--- src/rtl/memory_controller_pkg.sv ---
// rtl/memory_controller_pkg.sv - state encoding, access size codes and I/O address match for memory_controller
package memory_controller_pkg;

    typedef enum logic [2:0] {
        ST_IDLE   = 3'd0,
        ST_IFETCH = 3'd1,
        ST_DREAD  = 3'd2,
        ST_DWRITE = 3'd3,
        ST_IOWAIT = 3'd4
    } state_t;

    localparam logic [1:0] SIZE_BYTE = 2'b00;
    localparam logic [1:0] SIZE_HALF = 2'b01;
    localparam logic [1:0] SIZE_WORD = 2'b10;

    // dataAddr[17:16] value that selects the UART window
    localparam logic [1:0] IO_ADDR_SEL = 2'b11;

    function automatic logic [2:0] size_bytes(input logic [1:0] size);
        case (size)
            SIZE_BYTE: return 3'd1;
            SIZE_HALF: return 3'd2;
            SIZE_WORD: return 3'd4;
            default:   return 3'd4;
        endcase
    endfunction

endpackage

--- src/rtl/memory_controller_if.sv ---
// rtl/memory_controller_if.sv - memory, fetch and load/store bus bundle for memory_controller
interface memory_controller_if #(parameter int BLOCK_WIDTH = 4);
    localparam int BLOCK_SIZE = 2 ** BLOCK_WIDTH;

    logic                    readyIn;
    logic                    clearIn;
    logic [7:0]              memIn;
    logic [7:0]              memOut;
    logic [31:0]             memAddr;
    logic                    memWrite;
    logic                    ioBufferFull;
    logic                    instrReq;
    logic [31:0]             instrAddr;
    logic                    instrDone;
    logic [8*BLOCK_SIZE-1:0] instrLine;
    logic                    dataReq;
    logic                    dataWrite;
    logic [1:0]              dataSize;
    logic [31:0]             dataAddr;
    logic [31:0]             dataIn;
    logic                    dataDone;
    logic [31:0]             dataOut;

    modport master (
        output readyIn, clearIn, memIn, ioBufferFull,
        output instrReq, instrAddr, dataReq, dataWrite, dataSize, dataAddr, dataIn,
        input  memOut, memAddr, memWrite, instrDone, instrLine, dataDone, dataOut
    );

    modport slave (
        input  readyIn, clearIn, memIn, ioBufferFull,
        input  instrReq, instrAddr, dataReq, dataWrite, dataSize, dataAddr, dataIn,
        output memOut, memAddr, memWrite, instrDone, instrLine, dataDone, dataOut
    );
endinterface

--- src/rtl/memory_controller_byte_seq.sv ---
// rtl/memory_controller_byte_seq.sv - mem_byte_sequencer: byte counter, address generator and read assembler
module mem_byte_sequencer #(
    parameter int BUF_BYTES = 16,
    parameter int CW        = 5
) (
    input  logic                   clk,
    input  logic                   resetn,
    input  logic                   start,
    input  logic [31:0]            base,
    input  logic [31:0]            wdata,
    input  logic                   advance,
    input  logic                   rd_issue,
    input  logic [7:0]             rdata,
    output logic [CW-1:0]          cnt,
    output logic [31:0]            addr,
    output logic [7:0]             wbyte,
    output logic [8*BUF_BYTES-1:0] assembled
);
    logic [31:0]            base_q;
    logic [31:0]            wdata_q;
    logic [8*BUF_BYTES-1:0] buf_q;
    logic                   pend;
    logic [CW-1:0]          pend_idx;

    // Capture follows the address by exactly one clock even across a freeze,
    // because memIn only reflects the address driven on the previous edge.
    always_ff @(posedge clk) begin
        if (!resetn) begin
            base_q   <= '0;
            wdata_q  <= '0;
            buf_q    <= '0;
            pend     <= 1'b0;
            pend_idx <= '0;
            cnt      <= '0;
        end else begin
            pend     <= rd_issue;
            pend_idx <= cnt;
            for (int i = 0; i < BUF_BYTES; i++) begin
                if (pend && pend_idx == CW'(i)) buf_q[8*i +: 8] <= rdata;
            end
            if (start) begin
                base_q  <= base;
                wdata_q <= wdata;
                buf_q   <= '0;
                cnt     <= '0;
            end else if (advance) begin
                cnt <= cnt + CW'(1);
            end
        end
    end

    always_comb begin
        assembled = buf_q;
        for (int i = 0; i < BUF_BYTES; i++) begin
            if (pend && pend_idx == CW'(i)) assembled[8*i +: 8] = rdata;
        end
    end

    always_comb begin
        wbyte = wdata_q[7:0];
        case (cnt[1:0])
            2'd1:    wbyte = wdata_q[15:8];
            2'd2:    wbyte = wdata_q[23:16];
            2'd3:    wbyte = wdata_q[31:24];
            default: wbyte = wdata_q[7:0];
        endcase
    end

    assign addr = base_q + 32'(cnt);
endmodule

--- src/rtl/memory_controller.sv ---
// rtl/memory_controller.sv - byte-wide memory arbiter for instruction lines and data accesses; MEM_CTRL_IO_STALL_EN enables UART back-pressure
module memory_controller
    import memory_controller_pkg::*;
#(
    parameter int BLOCK_WIDTH = 4
) (
    input logic          clockIn,
    input logic          resetIn,
    memory_controller_if.slave bus
);
    localparam int BLOCK_SIZE = 2 ** BLOCK_WIDTH;
    localparam int BUF_BYTES  = (BLOCK_SIZE > 4) ? BLOCK_SIZE : 4;
    localparam int CW         = $clog2(BUF_BYTES) + 1;

    state_t                  state, next_state;
    logic                    gap_q, gap_n;
    logic                    io_q, io_n;
    logic [CW-1:0]           len_q, len_n;
    logic                    last_data_q, last_data_n;
    logic                    idone_q, idone_n;
    logic                    ddone_q, ddone_n;
    logic [8*BLOCK_SIZE-1:0] line_q, line_n;
    logic [31:0]             dout_q, dout_n;

    logic                    seq_start, seq_advance;
    logic [31:0]             seq_base, seq_wdata, seq_addr;
    logic [CW-1:0]           seq_cnt;
    logic [7:0]              seq_wbyte;
    logic [8*BUF_BYTES-1:0]  seq_assembled;
    logic                    drive_rd, drive_wr;
    logic                    ireq, dreq;
    logic                    io_hit, io_full;

`ifdef MEM_CTRL_IO_STALL_EN
    assign io_hit  = bus.dataWrite && (bus.dataAddr[17:16] == IO_ADDR_SEL);
    assign io_full = bus.ioBufferFull;
`else
    logic unused_io_full;
    assign unused_io_full = bus.ioBufferFull;
    assign io_hit         = 1'b0;
    assign io_full        = 1'b0;
`endif

    // A requester stays high through its done cycle; masking it here stops a re-grant.
    assign ireq = bus.instrReq && !idone_q;
    assign dreq = bus.dataReq && !ddone_q;

    always_comb begin
        next_state  = state;
        gap_n       = gap_q;
        io_n        = io_q;
        len_n       = len_q;
        last_data_n = last_data_q;
        idone_n     = 1'b0;
        ddone_n     = 1'b0;
        line_n      = line_q;
        dout_n      = dout_q;
        seq_start   = 1'b0;
        seq_advance = 1'b0;
        seq_base    = '0;
        seq_wdata   = '0;
        case (state)
            ST_IDLE: begin
                if (ireq && (last_data_q || !dreq)) begin
                    seq_start   = 1'b1;
                    seq_base    = bus.instrAddr & ~32'(BLOCK_SIZE - 1);
                    len_n       = CW'(BLOCK_SIZE);
                    last_data_n = 1'b0;
                    io_n        = 1'b0;
                    gap_n       = 1'b0;
                    next_state  = ST_IFETCH;
                end else if (dreq) begin
                    seq_start   = 1'b1;
                    seq_base    = bus.dataAddr;
                    seq_wdata   = bus.dataIn;
                    len_n       = CW'(size_bytes(bus.dataSize));
                    last_data_n = 1'b1;
                    io_n        = io_hit;
                    gap_n       = 1'b0;
                    if (!bus.dataWrite)        next_state = ST_DREAD;
                    else if (io_hit && io_full) next_state = ST_IOWAIT;
                    else                       next_state = ST_DWRITE;
                end
            end
            ST_IFETCH, ST_DREAD: begin
                if (bus.clearIn) begin
                    next_state = ST_IDLE;
                end else if (seq_cnt == len_q) begin
                    next_state = ST_IDLE;
                    if (state == ST_IFETCH) begin
                        idone_n = 1'b1;
                        line_n  = seq_assembled[8*BLOCK_SIZE-1:0];
                    end else begin
                        ddone_n = 1'b1;
                        dout_n  = seq_assembled[31:0];
                    end
                end else begin
                    seq_advance = 1'b1;
                end
            end
            ST_DWRITE: begin
                if (!gap_q) begin
                    seq_advance = 1'b1;
                    if (io_q) begin
                        gap_n = 1'b1;
                    end else if (seq_cnt == len_q - CW'(1)) begin
                        ddone_n    = 1'b1;
                        next_state = ST_IDLE;
                    end
                end else begin
                    gap_n = 1'b0;
                    if (seq_cnt == len_q) begin
                        ddone_n    = 1'b1;
                        next_state = ST_IDLE;
                    end else if (io_full) begin
                        next_state = ST_IOWAIT;
                    end
                end
            end
            ST_IOWAIT: begin
                if (!io_full) next_state = ST_DWRITE;
            end
            default: next_state = ST_IDLE;
        endcase
    end

    always_ff @(posedge clockIn) begin
        if (!resetIn) begin
            state       <= ST_IDLE;
            gap_q       <= 1'b0;
            io_q        <= 1'b0;
            len_q       <= '0;
            last_data_q <= 1'b0;
            idone_q     <= 1'b0;
            ddone_q     <= 1'b0;
            line_q      <= '0;
            dout_q      <= '0;
        end else if (bus.readyIn) begin
            state       <= next_state;
            gap_q       <= gap_n;
            io_q        <= io_n;
            len_q       <= len_n;
            last_data_q <= last_data_n;
            idone_q     <= idone_n;
            ddone_q     <= ddone_n;
            line_q      <= line_n;
            dout_q      <= dout_n;
        end
    end

    assign drive_rd = bus.readyIn && (state == ST_IFETCH || state == ST_DREAD) && (seq_cnt < len_q);
    assign drive_wr = bus.readyIn && (state == ST_DWRITE) && !gap_q;

    mem_byte_sequencer #(
        .BUF_BYTES (BUF_BYTES),
        .CW        (CW)
    ) u_seq (
        .clk       (clockIn),
        .resetn    (resetIn),
        .start     (seq_start && bus.readyIn),
        .base      (seq_base),
        .wdata     (seq_wdata),
        .advance   (seq_advance && bus.readyIn),
        .rd_issue  (drive_rd),
        .rdata     (bus.memIn),
        .cnt       (seq_cnt),
        .addr      (seq_addr),
        .wbyte     (seq_wbyte),
        .assembled (seq_assembled)
    );

    assign bus.memWrite  = drive_wr;
    assign bus.memAddr   = (drive_wr || drive_rd) ? seq_addr : 32'd0;
    assign bus.memOut    = drive_wr ? seq_wbyte : 8'd0;
    // A done pulse that lands in a frozen cycle is held and shown once on resume.
    assign bus.instrDone = idone_q && bus.readyIn;
    assign bus.dataDone  = ddone_q && bus.readyIn;
    assign bus.instrLine = line_q;
    assign bus.dataOut   = dout_q;
endmodule

--- src/flat_wrapper.sv ---
// flat-port wrapper written by rule: the top's interface ports become plain ports
module memory_controller_flat import memory_controller_pkg::*;
#(
    parameter int BLOCK_WIDTH = 4
)
  (clockIn, resetIn, bus_readyIn, bus_clearIn, bus_memIn, bus_ioBufferFull, bus_instrReq, bus_instrAddr, bus_dataReq, bus_dataWrite, bus_dataSize, bus_dataAddr, bus_dataIn, bus_memOut, bus_memAddr, bus_memWrite, bus_instrDone, bus_instrLine, bus_dataDone, bus_dataOut);
  memory_controller_if #(.BLOCK_WIDTH(BLOCK_WIDTH)) bus_i ();
  input logic clockIn;
  input logic resetIn;
  input wire logic [$bits(bus_i.readyIn)-1:0] bus_readyIn;
  input wire logic [$bits(bus_i.clearIn)-1:0] bus_clearIn;
  input wire logic [$bits(bus_i.memIn)-1:0] bus_memIn;
  input wire logic [$bits(bus_i.ioBufferFull)-1:0] bus_ioBufferFull;
  input wire logic [$bits(bus_i.instrReq)-1:0] bus_instrReq;
  input wire logic [$bits(bus_i.instrAddr)-1:0] bus_instrAddr;
  input wire logic [$bits(bus_i.dataReq)-1:0] bus_dataReq;
  input wire logic [$bits(bus_i.dataWrite)-1:0] bus_dataWrite;
  input wire logic [$bits(bus_i.dataSize)-1:0] bus_dataSize;
  input wire logic [$bits(bus_i.dataAddr)-1:0] bus_dataAddr;
  input wire logic [$bits(bus_i.dataIn)-1:0] bus_dataIn;
  output wire logic [$bits(bus_i.memOut)-1:0] bus_memOut;
  output wire logic [$bits(bus_i.memAddr)-1:0] bus_memAddr;
  output wire logic [$bits(bus_i.memWrite)-1:0] bus_memWrite;
  output wire logic [$bits(bus_i.instrDone)-1:0] bus_instrDone;
  output wire logic [$bits(bus_i.instrLine)-1:0] bus_instrLine;
  output wire logic [$bits(bus_i.dataDone)-1:0] bus_dataDone;
  output wire logic [$bits(bus_i.dataOut)-1:0] bus_dataOut;
  assign bus_i.readyIn = bus_readyIn;
  assign bus_i.clearIn = bus_clearIn;
  assign bus_i.memIn = bus_memIn;
  assign bus_i.ioBufferFull = bus_ioBufferFull;
  assign bus_i.instrReq = bus_instrReq;
  assign bus_i.instrAddr = bus_instrAddr;
  assign bus_i.dataReq = bus_dataReq;
  assign bus_i.dataWrite = bus_dataWrite;
  assign bus_i.dataSize = bus_dataSize;
  assign bus_i.dataAddr = bus_dataAddr;
  assign bus_i.dataIn = bus_dataIn;
  assign bus_memOut = bus_i.memOut;
  assign bus_memAddr = bus_i.memAddr;
  assign bus_memWrite = bus_i.memWrite;
  assign bus_instrDone = bus_i.instrDone;
  assign bus_instrLine = bus_i.instrLine;
  assign bus_dataDone = bus_i.dataDone;
  assign bus_dataOut = bus_i.dataOut;
  memory_controller #(.BLOCK_WIDTH(BLOCK_WIDTH)) u_core (.clockIn(clockIn), .resetIn(resetIn), .bus(bus_i));
endmodule
--- config.mk ---
export PLATFORM = sky130hd
export DESIGN_NAME = memory_controller_flat
export DESIGN_NICKNAME = d
export VERILOG_FILES = /design/src/rtl/memory_controller_pkg.sv /design/src/rtl/memory_controller_if.sv /design/src/rtl/memory_controller_byte_seq.sv /design/src/rtl/memory_controller.sv /design/src/flat_wrapper.sv
export SDC_FILE = /design/constraint.sdc
export NUM_CORES = 1
export LEC_CHECK = 0
export ABC_AREA = 1
export CAP_MARGIN = 40
export CORE_MARGIN = 1
export CORE_UTILIZATION = 45
export CTS_BUF_LIST = sky130_fd_sc_hd__clkbuf_4 sky130_fd_sc_hd__clkbuf_8
export DETAILED_ROUTE_END_ITERATION = 7
export GPL_TIMING_DRIVEN = 0
export PLACE_DENSITY = 0.71
export SYNTH_ARGS = -nofsm -noshare
export SYNTH_HDL_FRONTEND = slang
export SYNTH_HIERARCHICAL = 1
export SYNTH_SLANG_ARGS = --single-unit
--- constraint.sdc ---
create_clock -name clockIn -period 2.7 [get_ports clockIn]
set_clock_uncertainty 0.05 [all_clocks]
set_input_delay 0.27 -clock clockIn [delete_from_list [all_inputs] [get_ports clockIn]]
set_output_delay 0.27 -clock clockIn [all_outputs]
set_load 0.1 [all_outputs]
Word level (Yosys, flattened, before mapping). Index checks and enable logic that the tools add are counted.

Flip-flop bits (word level): 376. Latch bits: 0. RAM bits: 0. Memory bits (read-only): 0. Logic and storage cells: 159. Memories: 0.

$add $sub $neg: 3. Multipliers: 0. Divide/modulo/power cells: 0. $lt $le $gt $ge: 1. Equality and inequality tests: 28. Shifts and indexed selects: 0. Mux-type cells: 63. Bitwise logic cells: 3. Reduce and logical (&&, ||, !) cells: 46.

Operator list (count): $mux W32 (7); $mux W8 (17); $eq A5 B4 Y1 const B (8); $add A32 B5 Y32 (1); $logic_and A1 B1 Y1 (27); $mux W1 (24); $pmux W8 S3 (1); $mux W3 (7); $eq A5 B3 Y1 const B (4); $pmux W3 S4 (1); $eq A5 B2 Y1 const B (2); $eq A5 B5 Y1 (2); $mux W5 (2); $reduce_and A5 Y1 (2); $eq A3 B2 Y1 const B (2); $ne A3 B1 Y1 const B (2); $pmux W1 S2 (3); $pmux W3 S2 (1); $reduce_and A3 Y1 (2); $add A5 B1 Y5 const B (1); $eq A5 B1 Y1 const B (1); $logic_not A5 Y1 (1); $lt A5 B5 Y1 (1); $sub A5 B1 Y5 const B (1); 13 further kinds (24).

Longest topological paths before layout.
Depth in word-level cells: 9. Gate-level depth with buffers: 13. Mapped depth without buffers: 13.

Hierarchy. The synthesis kept the hierarchy.

By module, submodules not included: mem_byte_sequencer (times used 1, cells each 1448, area an instance 9480.3 sq um, seq. area each 4063.9 sq um); memory_controller (times used 1, cells each 1054, area an instance 7333.3 sq um, seq. area each 3383.2 sq um).

Least setup slack after synthesis. Ideal clock, no wire load.

Kind: register to output. From: register u_core.u_seq.cnt[0]. To: output port bus_memAddr[14]. Arrival: 3.722 ns. Required time: 2.380 ns. Slack: -1.342 ns. Cell stages (with the launch flop): 10. Cell sequence: dfxtp_1 > ha_1 > fa_1 > nand2_1 > nand2_1 > nand3_1 > nand2_1 > nand2_1 > xnor2_1 > a21boi_0.

Elaborated cells between the ends (all ways): 5.

RTL lines: start, declared (line memory_controller_byte_seq.sv:14) `output logic [CW-1:0] cnt,`; start signal, assigned (line memory_controller_byte_seq.sv:47) `cnt <= cnt + CW'(1);`; $add A32 B5 Y32 (line memory_controller_byte_seq.sv:69) `assign addr = base_q + 32'(cnt);`; named net u_core.seq_addr[14] (line memory_controller.sv:26) `logic [31:0] seq_base, seq_wdata, seq_addr;`; $mux W32 (line memory_controller.sv:173) `assign bus.memAddr = (drive_wr || drive_rd) ? seq_addr : 32'd0;`; end, declared (line flat_wrapper.sv:22) `output wire logic [$bits(bus_i.memAddr)-1:0] bus_memAddr;`.

The timed path passes the listed nets, and every way through them passes these cells.

Worst setup path after layout.
From: register u_core.u_seq.cnt[0]. To: output port bus_memAddr[18].

The elaborated chain is that of the path after synthesis.

==> run metrics <==
clk buf depth=3; Vias=between 15000 and 20000; clock sinks=372; Final nets=between 3000 and 4000; htree depth=2; Synth cell types=36; Placer Congestion=0.901; post-route setup slack=-0.254 ns; I/O pin cnt=317; Rel. slew slack=41.4%; post-synthesis sequential area ratio=44.3%; drt wl/cell=16.1 µm; RSZ-0062 raised after global routing=yes; die area=38100 µm²; Cells after Synth=2502; die width=195 µm; Clk Latency, worst-skew pair=0.64 ns; Residual DRC=0; Tot GR Track Use=29.8%; worst reg-to-reg setup slack=about 0.1 ns; Avg Inst Size Synth=6.72 µm²; worst vdd ir=0.382 mV; Die Ht=just under 200 µm; initial cell density of the core=45.8%; failing checks=setup timing; Critical Path Sink Type=output port; Yosys reg bits=372; largest fanout on the critical path=5; vias in the first global route=17900; P_leak=about 13 nW; Post-DP Area=around 24000 µm²; max cap viols=0; FP Rows=70; drt first pass iters=6; syn_nets=2635; share of cells above drive strength 1=18.4%; CP startpoint kind=register; worst hold-check path type=input port to register; PortBufs=309; final-report hold violation count=0; CTS Hold Bufs=0; Clock Pin Slew Worst Setup and Hold Paths=0.07 ns; Via density=5.07; Final Cycle Share=109%; grt ovf=0; pin count of the biggest net entering global routing=17; Slew @ Worst Pin=between 0.8 and 0.9 ns; area leader, netlist=dfxtp_1; fill count=2803; Design Area, Final=26100 µm²; Antenna Nets Post-Route=0; share of the synthesized area in the top cell type=44.3%; DRT iter0 DRCs=1217; first-pass GRT wire length=91400 µm; count of pins over their slew limit=0; Synth Warn #=6; Tmin final=2.95 ns; WP data required=2.38 ns; Pwr Density=564 nW/µm²; core box area=36700 µm²; crit path kind=register to output port; initial antenna violation count=1; Post-DP HPWL=between 40000 and 50000 µm; Area contributors post-synth=dfxtp_1, nor2_1, nand2_1; routed wire length=about 58000 µm; Finish-stage setup viols=28; CTS Buf Count=59; Critical Path AT=between 2 and 3 ns; CTS tree=yes; synthesized area=16800 µm²; status=complete, but fails checks; FMAX=0.339 GHz; setup_tns=-3.36 ns; root buffer cell=clkbuf_8; Layout area overhead=55.3%
==> registers in the layout, summed over array words and instances (netlist names) <==
| name | count |
|---|---|
| u_core/bus.instrLine | 128 |
| u_core/u_seq/buf_q | 128 |
| u_core/bus.dataOut | 32 |
| u_core/u_seq/base_q | 32 |
| u_core/u_seq/wdata_q | 32 |
| u_core/u_seq/cnt | 5 |
| u_core/u_seq/pend_idx | 5 |
| u_core/len_q | 4 |
| u_core/state | 2 |
| u_core/ddone_q | 1 |
| u_core/idone_q | 1 |
| u_core/last_data_q | 1 |
| u_core/u_seq/pend | 1 |
==> layout make-up <==
| type | count | area, µm² | share of cell area, % |
|---|---|---|---|
| Timing Repair Buffer | 508 | 6550 | 25.1 |
| Clock buffer | 93 | 1150 | 4.42 |
| Antenna cell | 1 | 2.50 | 0.00958 |
| Clock inverter | 14 | 114 | 0.436 |
| Buffer | 142 | 785 | 3.00 |
| Sequential cell | 372 | 7480 | 28.6 |
| Tap cell | 468 | 586 | 2.24 |
| Multi-Input combinational cell | 1630 | 8110 | 31.1 |
| Inverter | 355 | 1330 | 5.10 |
==> worst paths after layout <==
path	startpoint	end	cells past startpoint
hold / removal	bus_readyIn	u_core/ddone_q$_SDFFE_PN0P_	4
setup reg to reg	u_core/ddone_q$_SDFFE_PN0P_	u_core/u_seq/buf_q[3]$_SDFF_PP0_	8
setup / recovery	u_core/u_seq/cnt[0]$_SDFFE_PP0P_	bus_memAddr[18]	11
hold reg to reg	u_core/bus.dataOut[17]$_SDFFE_PN0P_	u_core/bus.dataOut[17]$_SDFFE_PN0P_	2
==> critical path, stage by stage, from the launching register on <==
cell and delay (ns):
dfxtp_4 0.37, ha_4 0.17, fa_2 0.38, buf_4 0.15, buf_6 0.12, nand3_4 0.08
nand2_4 0.09, nand2_2 0.09, nand2_2 0.05, nand2_2 0.09, a21boi_4 0.20, buf_12 0.20
==> where the power goes <==
group	leakage, nW	internal [mW]	switching, mW
Combinational	9.04	1.28	2.36
Sequential	3.02	5.78	0.235
Clock	0.674	2.82	2.25
==> cells in the mapped netlist <==
library cell	number
nor2_2	3
nor3b_1	1
a21boi_0	32
nand3_1	50
nor3_4	3
and2_1	1
buf_1	10
o21ai_1	116
buf_4	4
nand3_2	2
nand2_4	4
xor2_1	7
a21oi_1	71
buf_6	7
ha_1	18
dfxtp_1	372
nand3b_1	10
nand4_1	6
nor2_4	1
a31oi_1	1
inv_1	351
o21ai_2	9
nand2_2	15
o21a_1	1
o211ai_1	1
nor3_1	4
xnor2_1	4
nor2_1	591
fa_1	1
buf_2	49
a211oi_1	1
nand2_1	416
o21ai_0	260
nor2_8	1
inv_2	4
clkbuf_1	75
==> kinds of logic after synthesis <==
logic type | Yosys count | share of synthesized area, %
AO/OA/AOI/OAI | 492 | 15.4
XOR/XNOR | 11 | 0.573
adder cells (fa/ha/maj) | 19 | 1.46
buffers and inverters | 500 | 11.9
flip-flops | 372 | 44.3
AND/OR/NAND/NOR | 1108 | 26.4
==> through the flow <==
stage | power [mW] | setup WS (ns) | instances | hold slack, ns | util [%]
after floorplan | 8.09 | -0.430 | 2502 | 0.364 | -
after global placement | 8.97 | -0.911 | 3279 | 0.387 | 56.1
after detailed placement | 9.50 | -0.751 | 3483 | 0.391 | 65.2
after CTS | 14.7 | -0.262 | 3575 | 0.0701 | 70.7
after global routing | 15.3 | -0.348 | 3583 | 0.118 | 71.2
final | 14.7 | -0.254 | 3583 | 0.0982 | 71.2
==> metal layers <==
layer  vias up  share of wire (%)  global-route usage, %
met5         -                  0                      0
met4         0                4.0                   13.1
met3       181                6.2                   4.54
met2       729                 49                   52.6
met1      8415                 41                   35.9
li1       8851                  -                      -
==> placed cells by master (no fill, tap or decap), drive strengths merged <==
cell	synthesis	layout
nor3	7	7
clkinvlp	0	3
clkbuf	75	172
clkdlybuf4s50	0	269
a21boi	32	32
inv	355	356
nor2	596	596
nand3	52	52
o21a	1	1
dfxtp	372	372
o211ai	1	1
bufinv	0	1
o21ai	385	385
diode	0	1
nor3b	1	1
nand3b	10	10
a31oi	1	1
nand4	6	6
xnor2	4	4
xor2	7	7
a211oi	1	1
buf	70	302
fa	1	1
and2	1	1
nand2	435	435
a21oi	71	71
clkinv	0	9
ha	18	18
==> timing repair <==
item / in CTS / in global routing
setup buffers: 26 / 8
setup endpoints to repair: 121 / 123
gates cloned: 2 / 1
gates resized for setup: 192 / 51
pin swaps: 22 / 24
No activity file was read; power rests on OpenSTA's default activity.
